[config.mk]
export PLATFORM = sky130hd
export DESIGN_NAME = snake_body_streamer
export DESIGN_NICKNAME = d
export VERILOG_FILES = /design/src/rtl/snake_body_streamer.sv
export SDC_FILE = /design/constraint.sdc
export NUM_CORES = 1
export LEC_CHECK = 0
export ABC_AREA = 1
export BUFFER_PORTS_ARGS = -buffer_cell sky130_fd_sc_hd__buf_2
export CAP_MARGIN = 0
export CELL_PAD_IN_SITES_DETAIL_PLACEMENT = 0
export CELL_PAD_IN_SITES_GLOBAL_PLACEMENT = 1
export CORE_MARGIN = 2
export CORE_UTILIZATION = 46
export DETAILED_ROUTE_END_ITERATION = 16
export PLACE_DENSITY_LB_ADDON = 0.25
export SLEW_MARGIN = 20
export SYNTH_ARGS = -nofsm -noshare
export SYNTH_HDL_FRONTEND = slang
export SYNTH_SLANG_ARGS = --single-unit
[constraint.sdc]
create_clock -name clock_25 -period 4.7 [get_ports clock_25]
set_input_delay 0.47 -clock clock_25 [delete_from_list [all_inputs] [get_ports clock_25]]
set_output_delay 0.47 -clock clock_25 [all_outputs]
set_load 0.05 [all_outputs]
[src/rtl/snake_body_streamer.sv]
`default_nettype none
// ============================================================================
// Module      : snake_body_streamer
// Description : Snake segment store with move/grow handling, one-entry-per-
//               clock (body_count, x, y) stream and tail direction flags.
//               Optional macro SELF_COLLISION_EN adds the head/body sweep.
// Revision    : 1.0 - initial release
// ============================================================================
module snake_body_streamer #(
    parameter int SNAKE_LENGTH_BIT = 4,
    parameter int SNAKE_LENGTH_MAX = 16,
    parameter int INIT_LENGTH      = 2,
    parameter int INIT_HEAD_X      = 10,
    parameter int INIT_HEAD_Y      = 10,
    parameter int GRID_W           = 124,
    parameter int GRID_H           = 81
) (
    input  logic                        clock_25,
    input  logic                        reset,
    input  logic                        move_tick,
    input  logic                        grow,
    input  logic [6:0]                  head_x,
    input  logic [6:0]                  head_y,
    output logic [SNAKE_LENGTH_BIT-1:0] body_count,
    output logic [6:0]                  snake_body_x,
    output logic [6:0]                  snake_body_y,
    output logic [SNAKE_LENGTH_BIT-1:0] snake_length,
    output logic                        up_tail,
    output logic                        down_tail,
    output logic                        left_tail,
    output logic                        right_tail,
    output logic                        self_hit
);

    localparam int                        c_depth    = SNAKE_LENGTH_MAX - 1;
    localparam logic [SNAKE_LENGTH_BIT-1:0] c_cnt_last = SNAKE_LENGTH_BIT'(SNAKE_LENGTH_MAX - 2);
    localparam logic [SNAKE_LENGTH_BIT-1:0] c_len_max  = SNAKE_LENGTH_BIT'(SNAKE_LENGTH_MAX - 1);
    localparam logic [SNAKE_LENGTH_BIT-1:0] c_one      = SNAKE_LENGTH_BIT'(1);
    localparam logic [SNAKE_LENGTH_BIT-1:0] c_two      = SNAKE_LENGTH_BIT'(2);
    localparam logic [6:0]                c_x_last   = 7'(GRID_W - 1);
    localparam logic [6:0]                c_y_last   = 7'(GRID_H - 1);

    logic [6:0]                  r_seg_x [0:c_depth-1];
    logic [6:0]                  r_seg_y [0:c_depth-1];
    logic [6:0]                  w_nxt_x [0:c_depth-1];
    logic [6:0]                  w_nxt_y [0:c_depth-1];
    logic [SNAKE_LENGTH_BIT-1:0] r_len;
    logic                        r_grow_pending;
    logic [SNAKE_LENGTH_BIT-1:0] r_cnt;
    logic [SNAKE_LENGTH_BIT-1:0] w_cnt_nxt;
    logic [6:0]                  r_x;
    logic [6:0]                  r_y;
    logic                        r_up, r_down, r_left, r_right;

    // Post-move view of the store; the stream reads from it so rows emitted
    // on the move edge already carry the shifted data.
    always_comb begin
        for (int k = 0; k < c_depth; k++) begin
            w_nxt_x[k] = r_seg_x[k];
            w_nxt_y[k] = r_seg_y[k];
        end
        if (move_tick) begin
            w_nxt_x[0] = head_x;
            w_nxt_y[0] = head_y;
            for (int k = 1; k < c_depth; k++) begin
                w_nxt_x[k] = r_seg_x[k-1];
                w_nxt_y[k] = r_seg_y[k-1];
            end
        end
    end

    assign w_cnt_nxt = (r_cnt == c_cnt_last) ? '0 : r_cnt + c_one;

    always_ff @(posedge clock_25 or negedge reset) begin
        if (!reset) begin
            for (int k = 0; k < c_depth; k++) begin
                r_seg_x[k] <= (k < INIT_LENGTH) ? 7'(INIT_HEAD_X - 1 - k) : 7'h7F;
                r_seg_y[k] <= (k < INIT_LENGTH) ? 7'(INIT_HEAD_Y) : 7'h7F;
            end
            r_len          <= SNAKE_LENGTH_BIT'(INIT_LENGTH);
            r_grow_pending <= 1'b0;
            r_cnt          <= '0;
            r_x            <= 7'(INIT_HEAD_X - 1);
            r_y            <= 7'(INIT_HEAD_Y);
        end else begin
            for (int k = 0; k < c_depth; k++) begin
                r_seg_x[k] <= w_nxt_x[k];
                r_seg_y[k] <= w_nxt_y[k];
            end
            if (move_tick) begin
                if ((r_grow_pending || grow) && (r_len != c_len_max))
                    r_len <= r_len + c_one;
                r_grow_pending <= 1'b0;
            end else if (grow) begin
                r_grow_pending <= 1'b1;
            end
            r_cnt <= w_cnt_nxt;
            r_x   <= w_nxt_x[w_cnt_nxt];
            r_y   <= w_nxt_y[w_cnt_nxt];
        end
    end

    logic [SNAKE_LENGTH_BIT-1:0] w_t_idx, w_p_idx;
    logic [6:0] w_tx, w_ty, w_px, w_py;
    logic [6:0] w_tx_inc, w_tx_dec, w_ty_inc, w_ty_dec;

    assign w_t_idx  = r_len - c_one;
    assign w_p_idx  = r_len - c_two;
    assign w_tx     = r_seg_x[w_t_idx];
    assign w_ty     = r_seg_y[w_t_idx];
    assign w_px     = r_seg_x[w_p_idx];
    assign w_py     = r_seg_y[w_p_idx];
    assign w_tx_inc = (w_tx == c_x_last) ? 7'd0 : w_tx + 7'd1;
    assign w_tx_dec = (w_tx == 7'd0) ? c_x_last : w_tx - 7'd1;
    assign w_ty_inc = (w_ty == c_y_last) ? 7'd0 : w_ty + 7'd1;
    assign w_ty_dec = (w_ty == 7'd0) ? c_y_last : w_ty - 7'd1;

    // Non-adjacent tail pair falls through every branch and holds the flags.
    always_ff @(posedge clock_25 or negedge reset) begin
        if (!reset) begin
            {r_up, r_down, r_left, r_right} <= 4'b0001;
        end else if (w_py == w_ty && w_px == w_tx_inc) begin
            {r_up, r_down, r_left, r_right} <= 4'b0001;
        end else if (w_py == w_ty && w_px == w_tx_dec) begin
            {r_up, r_down, r_left, r_right} <= 4'b0010;
        end else if (w_px == w_tx && w_py == w_ty_inc) begin
            {r_up, r_down, r_left, r_right} <= 4'b0100;
        end else if (w_px == w_tx && w_py == w_ty_dec) begin
            {r_up, r_down, r_left, r_right} <= 4'b1000;
        end
    end

`ifdef SELF_COLLISION_EN
    logic r_sweep_hit, r_armed, r_self_hit, w_match;

    assign w_match = (r_cnt < r_len) && (r_x == head_x) && (r_y == head_y);

    // A sweep interrupted by a move is discarded; reporting resumes after
    // the next complete pass.
    always_ff @(posedge clock_25 or negedge reset) begin
        if (!reset) begin
            r_sweep_hit <= 1'b0;
            r_armed     <= 1'b0;
            r_self_hit  <= 1'b0;
        end else if (move_tick) begin
            r_sweep_hit <= 1'b0;
            r_armed     <= 1'b0;
            r_self_hit  <= 1'b0;
        end else if (r_cnt == c_cnt_last) begin
            r_self_hit  <= r_armed && (r_sweep_hit || w_match);
            r_sweep_hit <= 1'b0;
            r_armed     <= 1'b1;
        end else begin
            r_self_hit  <= 1'b0;
            r_sweep_hit <= r_sweep_hit || w_match;
        end
    end

    assign self_hit = r_self_hit;
`else
    assign self_hit = 1'b0;
`endif

    assign body_count   = r_cnt;
    assign snake_body_x = r_x;
    assign snake_body_y = r_y;
    assign snake_length = r_len;
    assign up_tail      = r_up;
    assign down_tail    = r_down;
    assign left_tail    = r_left;
    assign right_tail   = r_right;

endmodule
`default_nettype wire

; ---- Yosys cells after proc, flatten, opt, wreduce, memory -nomap -nowiden
; Index checks and enable logic that the tools add are counted.
[word_totals]
ff_bits = 237
in_bits = 18
output_inout_bits = 27
elab_cells = 114
[classes]
bitwise = 3
n_lt_le_gt_ge = 3
n_reduce_logical = 11
mux = 40
n_eq_ne = 10
addsub = 8
[op_table]
columns = operator, n
row1 = two-way mux 105 bit, 2
row2 = binary-select mux 7 bit (select 4 bit), 6
row3 = two-way mux 7 bit, 16
row4 = equality test 7 bit, 6
row5 = "greater-or-equal comparator 5 bit, second input constant", 3
row6 = two-way mux 1 bit, 15
row7 = inverter 4 -> 5 bit, 3
row8 = "adder 7 x 1 -> 7 bit, second input constant", 2
row9 = "equality test 7 bit, second input constant", 2
row10 = logical NOT 7 bit, 2
row11 = "subtractor 7 x 1 -> 7 bit, second input constant", 2
row12 = "adder 4 x 1 -> 4 bit, second input constant", 2
row13 = logical AND 1 bit, 5
row14 = "equality test 4 bit, second input constant", 1
row15 = two-way mux 4 bit, 1
row16 = "!= test 4 bit, second input constant", 1
row17 = nonzero test 4 bit, 1
row18 = "subtractor 4 x 1 -> 4 bit, second input constant", 1
row19 = "subtractor 4 x 2 -> 4 bit, second input constant", 1
row20 = AND reduction 2 bit, 1
row21 = nonzero test 2 bit, 1
row22 = logical OR 1 bit, 1

; ---- Longest topological paths before layout
; Gate-level depths: netlist of run 1.
[depth]
word_depth = 13
mapped_depth = 28
mapped_depth_nobuf = 21

; ---- Worst setup path after synthesis of run 1
; OpenSTA, ideal clock, no wires.
[synth_path]
kind = register to register
startpoint = reg r_len[1] (netlist: snake_length[1])
endpoint = reg r_down (netlist: down_tail)
arrival_ps = 3790
stages_incl_launch_ff = 28
required_time_ps = 4579
setup_ps = 121
path_buffers = 7
path_slack_ps = 790
cell_sequence = dfstp_2 -> buf_2 -> inv_1 -> buf_2 -> buf_2 -> ha_1 -> buf_2 -> clkinv_1 -> buf_2 -> buf_2 -> nand2_1 -> nand3_1 -> nand3_1 -> nand2_2 -> inv_1 -> ha_1 -> inv_1 -> nor3_2 -> nand2_1 -> buf_6 -> nand3_1 -> nand2_1 -> nor2_1 -> nand2_1 -> nor2_2 -> nor2_2 -> nand4_1 -> nand2_1
[synth_via]
elab_chain_len = 12
elab_cells_between_ends = 42
cone_classes = add/sub: 6 / eq/ne: 8 / mux: 19 / bitwise: 2 / reduce/logical: 7
[synth_rtl]
columns = element, line
row1 = "start, declared", 47  ; logic [SNAKE_LENGTH_BIT-1:0] r_len;
row2 = "start signal, assigned", 80  ; r_len <= SNAKE_LENGTH_BIT'(INIT_LENGTH);
row3 = "start signal, assigned", 92  ; r_len <= r_len + c_one;
row4 = subtractor 4 x 1 -> 4 bit, 107  ; assign w_t_idx = r_len - c_one;
row5 = inverter 4 -> 5 bit (not written as such), "109, 110"
row6 = binary-select mux 7 bit (select 4 bit), 110  ; assign w_ty = r_seg_y[w_t_idx];
row7 = two-way mux 7 bit (not written as such) (2 in a row), 110
row8 = adder 7 x 1 -> 7 bit / equality test 7 bit (equally long branches), 115  ; assign w_ty_inc = (w_ty == c_y_last) ? 7'd0 : w_ty + 7'd1;
row9 = two-way mux 7 bit, 115
row10 = equality test 7 bit, 126  ; end else if (w_px == w_tx && w_py == w_ty_inc) begin
row11 = logical AND 1 bit, 126
row12 = two-way mux 1 bit, 126
row13 = two-way mux 1 bit, 124  ; end else if (w_py == w_ty && w_px == w_tx_dec) begin
row14 = two-way mux 1 bit, 122  ; end else if (w_py == w_ty && w_px == w_tx_inc) begin
row15 = "end signal, assigned", 123  ; {r_up, r_down, r_left, r_right} <= 4'b0001;
row16 = "end signal, assigned", 125  ; {r_up, r_down, r_left, r_right} <= 4'b0010;
row17 = "end signal, assigned", 127  ; {r_up, r_down, r_left, r_right} <= 4'b0100;
row18 = "end, declared", 53  ; logic r_up, r_down, r_left, r_right;
; Parallel ways exist; a longest one is shown, timed or not. The select of a mux whose other input is x is not followed.
; A chain may end at the register's enable or synchronous reset.

; ---- Final worst setup path of run 1
[layout_path]
startpoint = reg r_cnt[0] (netlist: body_count[0])
endpoint = reg r_y[4] (netlist: snake_body_y[4])
[layout_via]
elab_chain_len = 6
elab_cells_between_ends = 7
cone_classes = add/sub: 1 / eq/ne: 1 / mux: 4 / bitwise: 1
[layout_rtl]
columns = element, line
row1 = "start, declared", 49  ; logic [SNAKE_LENGTH_BIT-1:0] r_cnt;
row2 = "start signal, assigned", 97  ; r_cnt <= w_cnt_nxt;
row3 = adder 4 x 1 -> 4 bit / equality test 4 bit (equally long branches), 72  ; assign w_cnt_nxt = (r_cnt == c_cnt_last) ? '0 : r_cnt + c_one;
row4 = two-way mux 4 bit *, 72
row5 = inverter 4 -> 5 bit (not written as such) *, 99  ; r_y <= w_nxt_y[w_cnt_nxt];
row6 = binary-select mux 7 bit (select 4 bit) *, 99
row7 = two-way mux 7 bit (not written as such) * (2 in a row), 99
row8 = "end signal, assigned", 84  ; r_y <= 7'(INIT_HEAD_Y);
row9 = "end signal, assigned", 99
row10 = "end, declared", 52  ; logic [6:0] r_y;
; Every way passes the cells marked *; elsewhere a longest branch is shown, timed or not. The select of a mux whose other input is x is not followed.

==> metrics.cfg, run 1 <==
[logic_synthesis]
synth_warnings = 0
syn_area_sq_um = 16700
synth_top_flop_cell = dfstp_2
async_flop_share = 1.00
ys_top_cells_by_area = dfstp_2, nand2_1, nand3_1, o21ai_0, inv_1
yosys.cell_types.count = 40
synth_top_family_by_area = simple AND/OR/NAND/NOR gates
synth_top_area_share = 0.307
ys_seq_area_frac = 0.370
synth_nets = 2569
syn_area_per_cell_sq_um = 6.57
synthCells = 2540
synthXorXnorAreaFrac = 0.0112
ys_ff_latch = 237
yosys.area_share.simple = 0.338
synthAdderAreaFrac = 0.00825
synth_enable_flop_cells = 0
synthMuxAreaShare = 0
synth_compound_area_frac = 0.151
yosys.area.top_type = dfstp_2

[sta]
hold_slack_ns = 0.163
post-route-period-util = 0.806
max_slew_margin = 0.294
hold_viol_final = 0
fin_crit_ns = 3.79
rsz0062_at_grt = no
setup_tns_ns = 0
tightest_slew_ns = 1.05
fin_skew_ns = 0.0213
finalSetupViolations = 0
fmax_mhz = 264
drv_slew = 0

[worst_setup_path]
regToRegSetupSlack_ns = 0.91
setup.worst_path.class = register to register
timing.rr.end = snake_body_y[4]
worstPathArrival_ns = 4.28
critPathSlowestCell = inv_2
cp-end-kind = register
crit_path_start_kind = register
path_cells = buf_4 > inv_1 > buf_4 > nor2_1 > inv_1 > nand2_1 > inv_2 > buf_4 > o211ai_1 > nand3_1 > o311ai_0 > nand2_1
cp_common_cell = buf_4
reg2reg_depth = 12
cpPeakStageDelay_ns = 0.70
cp.required_ns = 5.19
crit_path_max_fanout = 36
r2r_start = body_count[0]

[clocking]
cts_buffer_depth = 3
clk_pin_slew_worst_paths_ns = 0.06
cts_setup_buffers = 0
h-tree-depth = 1
clock-root-buffer = clkbuf_16
worstSkewPairLatency_ns = 0.57
cts_sinks = 237
numCtsBuffers = 30
tritoncts = yes

[placed_design]
portBuffers = 43
dp_cells = 2905
place_congestion = 0.895
dp_hpwl_mm = 33.2
place_area_sq_um = 17100

[floorplanning]
ios = 45
coreArea_sq_um = 35700
rows = 69
start_util = 0.468
dieArea_sq_um = 37800
fp.dieW_um = 194
die_h_um = 194

[global_route]
first_global_vias = 15200
antenna_found_initial = 2
grt.total_usage = 0.290
grt_max_degree = 181
grt_pass1_wl_mm = 86.9
overflow = 0

[power_and_ir_drop]
ir_drop_mv = 0.654
p_total_uw = 15300
p_leak_uw = 0.00880
power.density_cell_area_nw_per_um2 = 843

[cells_and_area]
nNetsFinal = 2506
final_cell_count_no_fill = 2962
fill_cells = 3620
areaGrowthSynthToFinish_pct = 8.49
drive_gt1_frac = 0.154
diodes = 0
fin_area_sq_um = 18100

[status]
violations = design-rule violations
status = finished, violations left

[worst_hold_path]
hold_end = r_grow_pending
min_path_cells = 3
hold_path_startpoint = grow
min_path_type = input port to register

[job]
max_cap_violations = 0

[detailed_routing]
drtIter0Drc = 1840
met3_length_mm = 4.18
route.vias.total = 16600
drt-met1-wl_mm = 25.6
routed_wl_mm = 54.9
wl_met2_mm = 23.7
via_per_inst = 5.59
wl_per_cell_um = 18.5
ant_nets = 0
dr.pass1.iters = 13
post-route-drc-count = 1
routed.top_layer = met5

-- sequential cells by signal (all words and copies together), names as in the netlist --
| register | cells |
|---|---|
| r_seg_y | 105 |
| r_grow_pending | 1 |
| down_tail | 1 |
| up_tail | 1 |
| r_seg_x | 105 |
| left_tail | 1 |
| snake_body_y | 7 |
| snake_body_x | 7 |
| snake_length | 4 |
| body_count | 4 |
| right_tail | 1 |
-- metal layers --
metal  up-vias  global-route usage
met5         -                   0
met4         4              0.0786
met3        95              0.0484
met2       549               0.442
met1      7819               0.424
li1       8102                   -
-- power breakdown --
group	switching (uW)	internal [uW]	leakage, uW
Combinational	7240	2960	0.00575
Clock	937	1380	0.000498
Sequential	218	2520	0.00255
-- layout by cell type, fill, tap and decap left out, types with 5 or more instances in the layout --
master     count
dfrtp_1       41
clkbuf_16     31
o21ai_0      302
or2_2         16
nor2_1        61
nand2_4        5
clkbuf_8       8
ha_1          10
buf_2         41
inv_2         13
o211ai_1      37
dfstp_2      195
nand4_1       16
clkbuf_1       7
a211oi_1       5
a21oi_1       69
nand2_1      778
o311ai_0      20
inv_1        325
buf_12         5
nand3_1      405
o221ai_1      14
buf_4         27
xor2_1        10
nand2_2        8
clkinv_2       7
-- synthesized netlist by cell type (11+ instances only) --
master    number
dfstp_2      195
a21oi_1       70
inv_2         11
dfrtp_1       42
nand4_1       16
nor2_1        61
o21ai_0      303
ha_1          11
o221ai_1      14
o311ai_0      20
or2_2         16
nand2_1      779
o211ai_1      37
buf_1         20
nand3_1      405
buf_2         46
clkbuf_1      97
inv_1        326
-- layout make-up --
type	instances	area, sq um	share of cell area
Clock buffer	46	912	0.0504
Tap cell	461	577	0.0319
Timing Repair Buffer	76	548	0.0303
Multi-Input combinational cell	1791	8520	0.471
Clock inverter	10	82.6	0.00456
Inverter	341	1280	0.0710
Sequential cell	237	6180	0.341
-- critical path: cells and delay by family (launching register included) --
kind | cells | cell delay, ns
DFF | 1 | 0.36
AOI/OAI and AO/OA | 2 | 0.47
buffers and inverters | 6 | 2.28
and+or+nand+nor | 4 | 0.55
-- through the flow --
stage                     setup slack [ns]  utilization
after floorplan                      0.790            -
after global placement                1.09        0.479
after detailed placement              1.05        0.479
after CTS                             1.04        0.508
after global routing                 0.663        0.508
final                                0.910        0.508
-- timing repair --
action | in CTS | in global routing
resized for setup | 0 | 0
endpoints found under the hold margin | 6 | 0
hold buffers | 1 | 0
-- how the worst max path moves through the flow --
stage | from | end | slack [ns] | depth (start not counted)
after floorplan | snake_length[1] | down_tail | 0.79 | 27
after global placement | snake_length[1] | down_tail | 1.09 | 21
after detailed placement | snake_length[1] | down_tail | 1.05 | 17
after CTS | snake_length[1] | down_tail | 1.04 | 17
after global routing | snake_length[1] | left_tail | 0.66 | 21
final | body_count[0] | snake_body_y[4] | 0.91 | 12
-- cells by family (layout without fill, tap and decap cells) --
kind of cell,Yosys count,after routing
AOI/OAI and AO/OA,456,456
DFF,237,237
xor gates and xnor gates,18,18
and+or+nand+nor,1305,1305
adders and majority gates,11,11
buffers and inverters,512,473
other,1,1
(Power assumes the default switching activity.)
==> run 2: changes to the inputs <==
ABC_AREA = 0   (was 1)
CORE_UTILIZATION = 52   (was 46)
clock period = 3.6 ns   (was 4.7 ns; I/O delays follow)
==> metrics.cfg, run 2 <==
[status]
status = finished, violations left
violations = negative setup slack

[worst_setup_path]
critPathTopFamily = simple AND/OR/NAND/NOR gates
path_cells = clkinv_8 > ha_4 > xnor2_4 > buf_12 > mux2_2 > a2111oi_1 > buf_4 > or2_1 > xnor2_2 > nand4_1 > or3_1 > or4_4 > o32ai_2 > o21ai_1
cp-startpoint = snake_length[1]
timing.rr.end = down_tail
cpPeakStageDelay_ns = 0.65
regToRegSetupSlack_ns = -0.48
worstPathArrival_ns = 4.51
cp-end-kind = register
r2r_start = snake_length[1]
crit_path_start_kind = register
crit_path_max_fanout = 12
cp.required_ns = 4.03
crit_buf_inv = 3
reg2reg_depth = 14
setup.worst_path.class = register to register
critPathSlowestCell = dfstp_4

[detailed_routing]
wl_per_cell_um = 23.8
post-route-drc-count = 0
ant_nets = 0
dr.pass1.iters = 8
routed_wl_mm = 47.1
via_per_inst = 6.36
drtIter0Drc = 1017
route.vias.total = 12600

[sta]
drv_slew = 0
post-route-period-util = 1.13
tightest_slew_ns = 0.887
hold_viol_final = 0
max_slew_margin = 0.409
fin_ws_ns = -0.482
fin_skew_ns = 0.0125
finalSetupViolations = 4
fmax_mhz = 245
rsz0062_at_grt = yes
fin_crit_ns = 4.08

[logic_synthesis]
synth_warnings = 0
synth_most_common_cell = mux2_2
yosys.cell_types.count = 90
synth_top_area_share = 0.316
ys_ff_latch = 237
synth_enable_flop_cells = 0
synthTopCellsByCount = mux2_2, dfstp_2, mux2i_1, mux4_2, nand2_1
syn_area_sq_um = 16200
syn_area_per_cell_sq_um = 11.9
yosys.area.top_type = dfstp_2
ys_seq_area_frac = 0.381
ys_top_cells_by_area = dfstp_2, mux2_2, mux4_2, mux2i_1, dfrtp_1
synthCells = 1361
synth_top_flop_cell = dfstp_2
synth_nets = 1390
async_flop_share = 1.00

[job]
max_cap_violations = 0

[cells_and_area]
diodes = 0
mostFrequentLayoutCells = mux2_2, buf_4, dfstp_2
nNetsFinal = 1590
layout_commonest_cell = mux2_2
regArea_sq_um = 6180
multiInputGateArea_sq_um = 9600
fin_area_sq_um = 19500
drive_gt1_frac = 0.565
fill_cells = 2388
largestRegisters = r_seg_x x105, r_seg_y x105
areaGrowthSynthToFinish_pct = 20.1

[floorplanning]
dieArea_sq_um = 32600
die_h_um = 181
ios = 45
rows = 64
fp.dieW_um = 181
coreArea_sq_um = 30700
start_util = 0.529

[global_route]
grt_max_degree = 110
first_global_vias = 12700
grt.total_usage = 0.289
antenna_found_initial = 0
grt_pass1_wl_mm = 74.5
overflow = 0

[worst_hold_path]
min_path_type = input port to register
min_path_cells = 2
hold_end = r_seg_x[101]
hold_path_startpoint = head_x[3]

[placed_design]
place_congestion = 0.912
place_area_sq_um = 18400
dp_slack_ns = -0.511
dp_hpwl_mm = 34.5
portBuffers = 43

[clocking]
worstSkewPairLatency_ns = 0.54
clk_pin_slew_worst_paths_ns = 0.07
cts_sinks = 237
numCtsBuffers = 26
cts_buffer_depth = 3
tritoncts = yes
clock-root-buffer = clkbuf_16
h-tree-depth = 1

[run 2: cell count changes in the layout (fill, tap and decap cells not counted), sizes merged, moves of 29 or more]
cell / previous run / this run
nand2: 791 / 74
nand3: 409 / 26
inv: 340 / 21
o21ai: 308 / 35
mux2: 0 / 235
buf: 75 / 277
mux2i: 0 / 111
mux4: 0 / 88
a21oi: 70 / 37
nor2: 68 / 36
nand2b: 0 / 29
[run 2: repair_timing]
item	4_1_cts	5_1_grt
gates cloned	0	0
buffers inserted	14	4
pin swaps	7	7
hold buffers	1	0
gates resized for setup	13	6
endpoints found under the hold margin	26	0
setup endpoints to repair	4	4
[run 2: per-stage QoR]
step	instances	hold WS, ns	utilization	TNS [ns]
after floorplan	1361	0.0644	-	-2.67
after global placement	1910	0.484	0.600	-1.65
after detailed placement	1910	0.477	0.600	-1.91
after CTS	1971	0.0542	0.633	-1.75
after global routing	1975	0.0617	0.635	-2.41
final	1975	0.0695	0.635	-1.74
[run 2: final cells by class]
class,count,area share
Sequential cell,237,0.317
Timing Repair Buffer,279,0.117
Inverter,23,0.00546
Clock inverter,7,0.00212
Multi-Input combinational cell,994,0.493
Tap cell,396,0.0254
Clock buffer,39,0.0396
[run 2: cell families (layout without fill, tap and decap cells)]
| kind of cell | after synthesis | in the layout | share of synthesized area |
|---|---|---|---|
| AOI/OAI and AO/OA | 253 | 253 | 0.113 |
| xor gates and xnor gates | 40 | 40 | 0.0234 |
| adders and majority gates | 11 | 11 | 0.00848 |
| buffers and inverters | 130 | 348 | 0.0399 |
| DFF | 237 | 237 | 0.381 |
| muxes | 434 | 434 | 0.354 |
| other | 1 | 1 | 0.000231 |
| and+or+nand+nor | 255 | 255 | 0.0802 |
[run 2: worst max-delay path by stage]
stage	end	slack, ns	cells past startpoint
3_3_place_gp	down_tail	-0.42	11
3_5_place_dp	up_tail	-0.51	17
6_report	down_tail	-0.48	14
2_1_floorplan	up_tail	-0.69	20
5_1_grt	down_tail	-0.64	14
4_1_cts	down_tail	-0.46	11
[run 2: per-layer routing]
layer | routed length, um | track usage | vias to the layer above
li1 | - | - | 5619
met1 | 21800 | 0.433 | 6481
met2 | 21600 | 0.446 | 391
met3 | 2410 | 0.0340 | 75
met4 | 1240 | 0.0794 | 0
met5 | 0 | 0 | -
Power of run 2 is not shown: default switching activity piles up to over one toggle a cycle in this logic, so the estimate is an artifact.
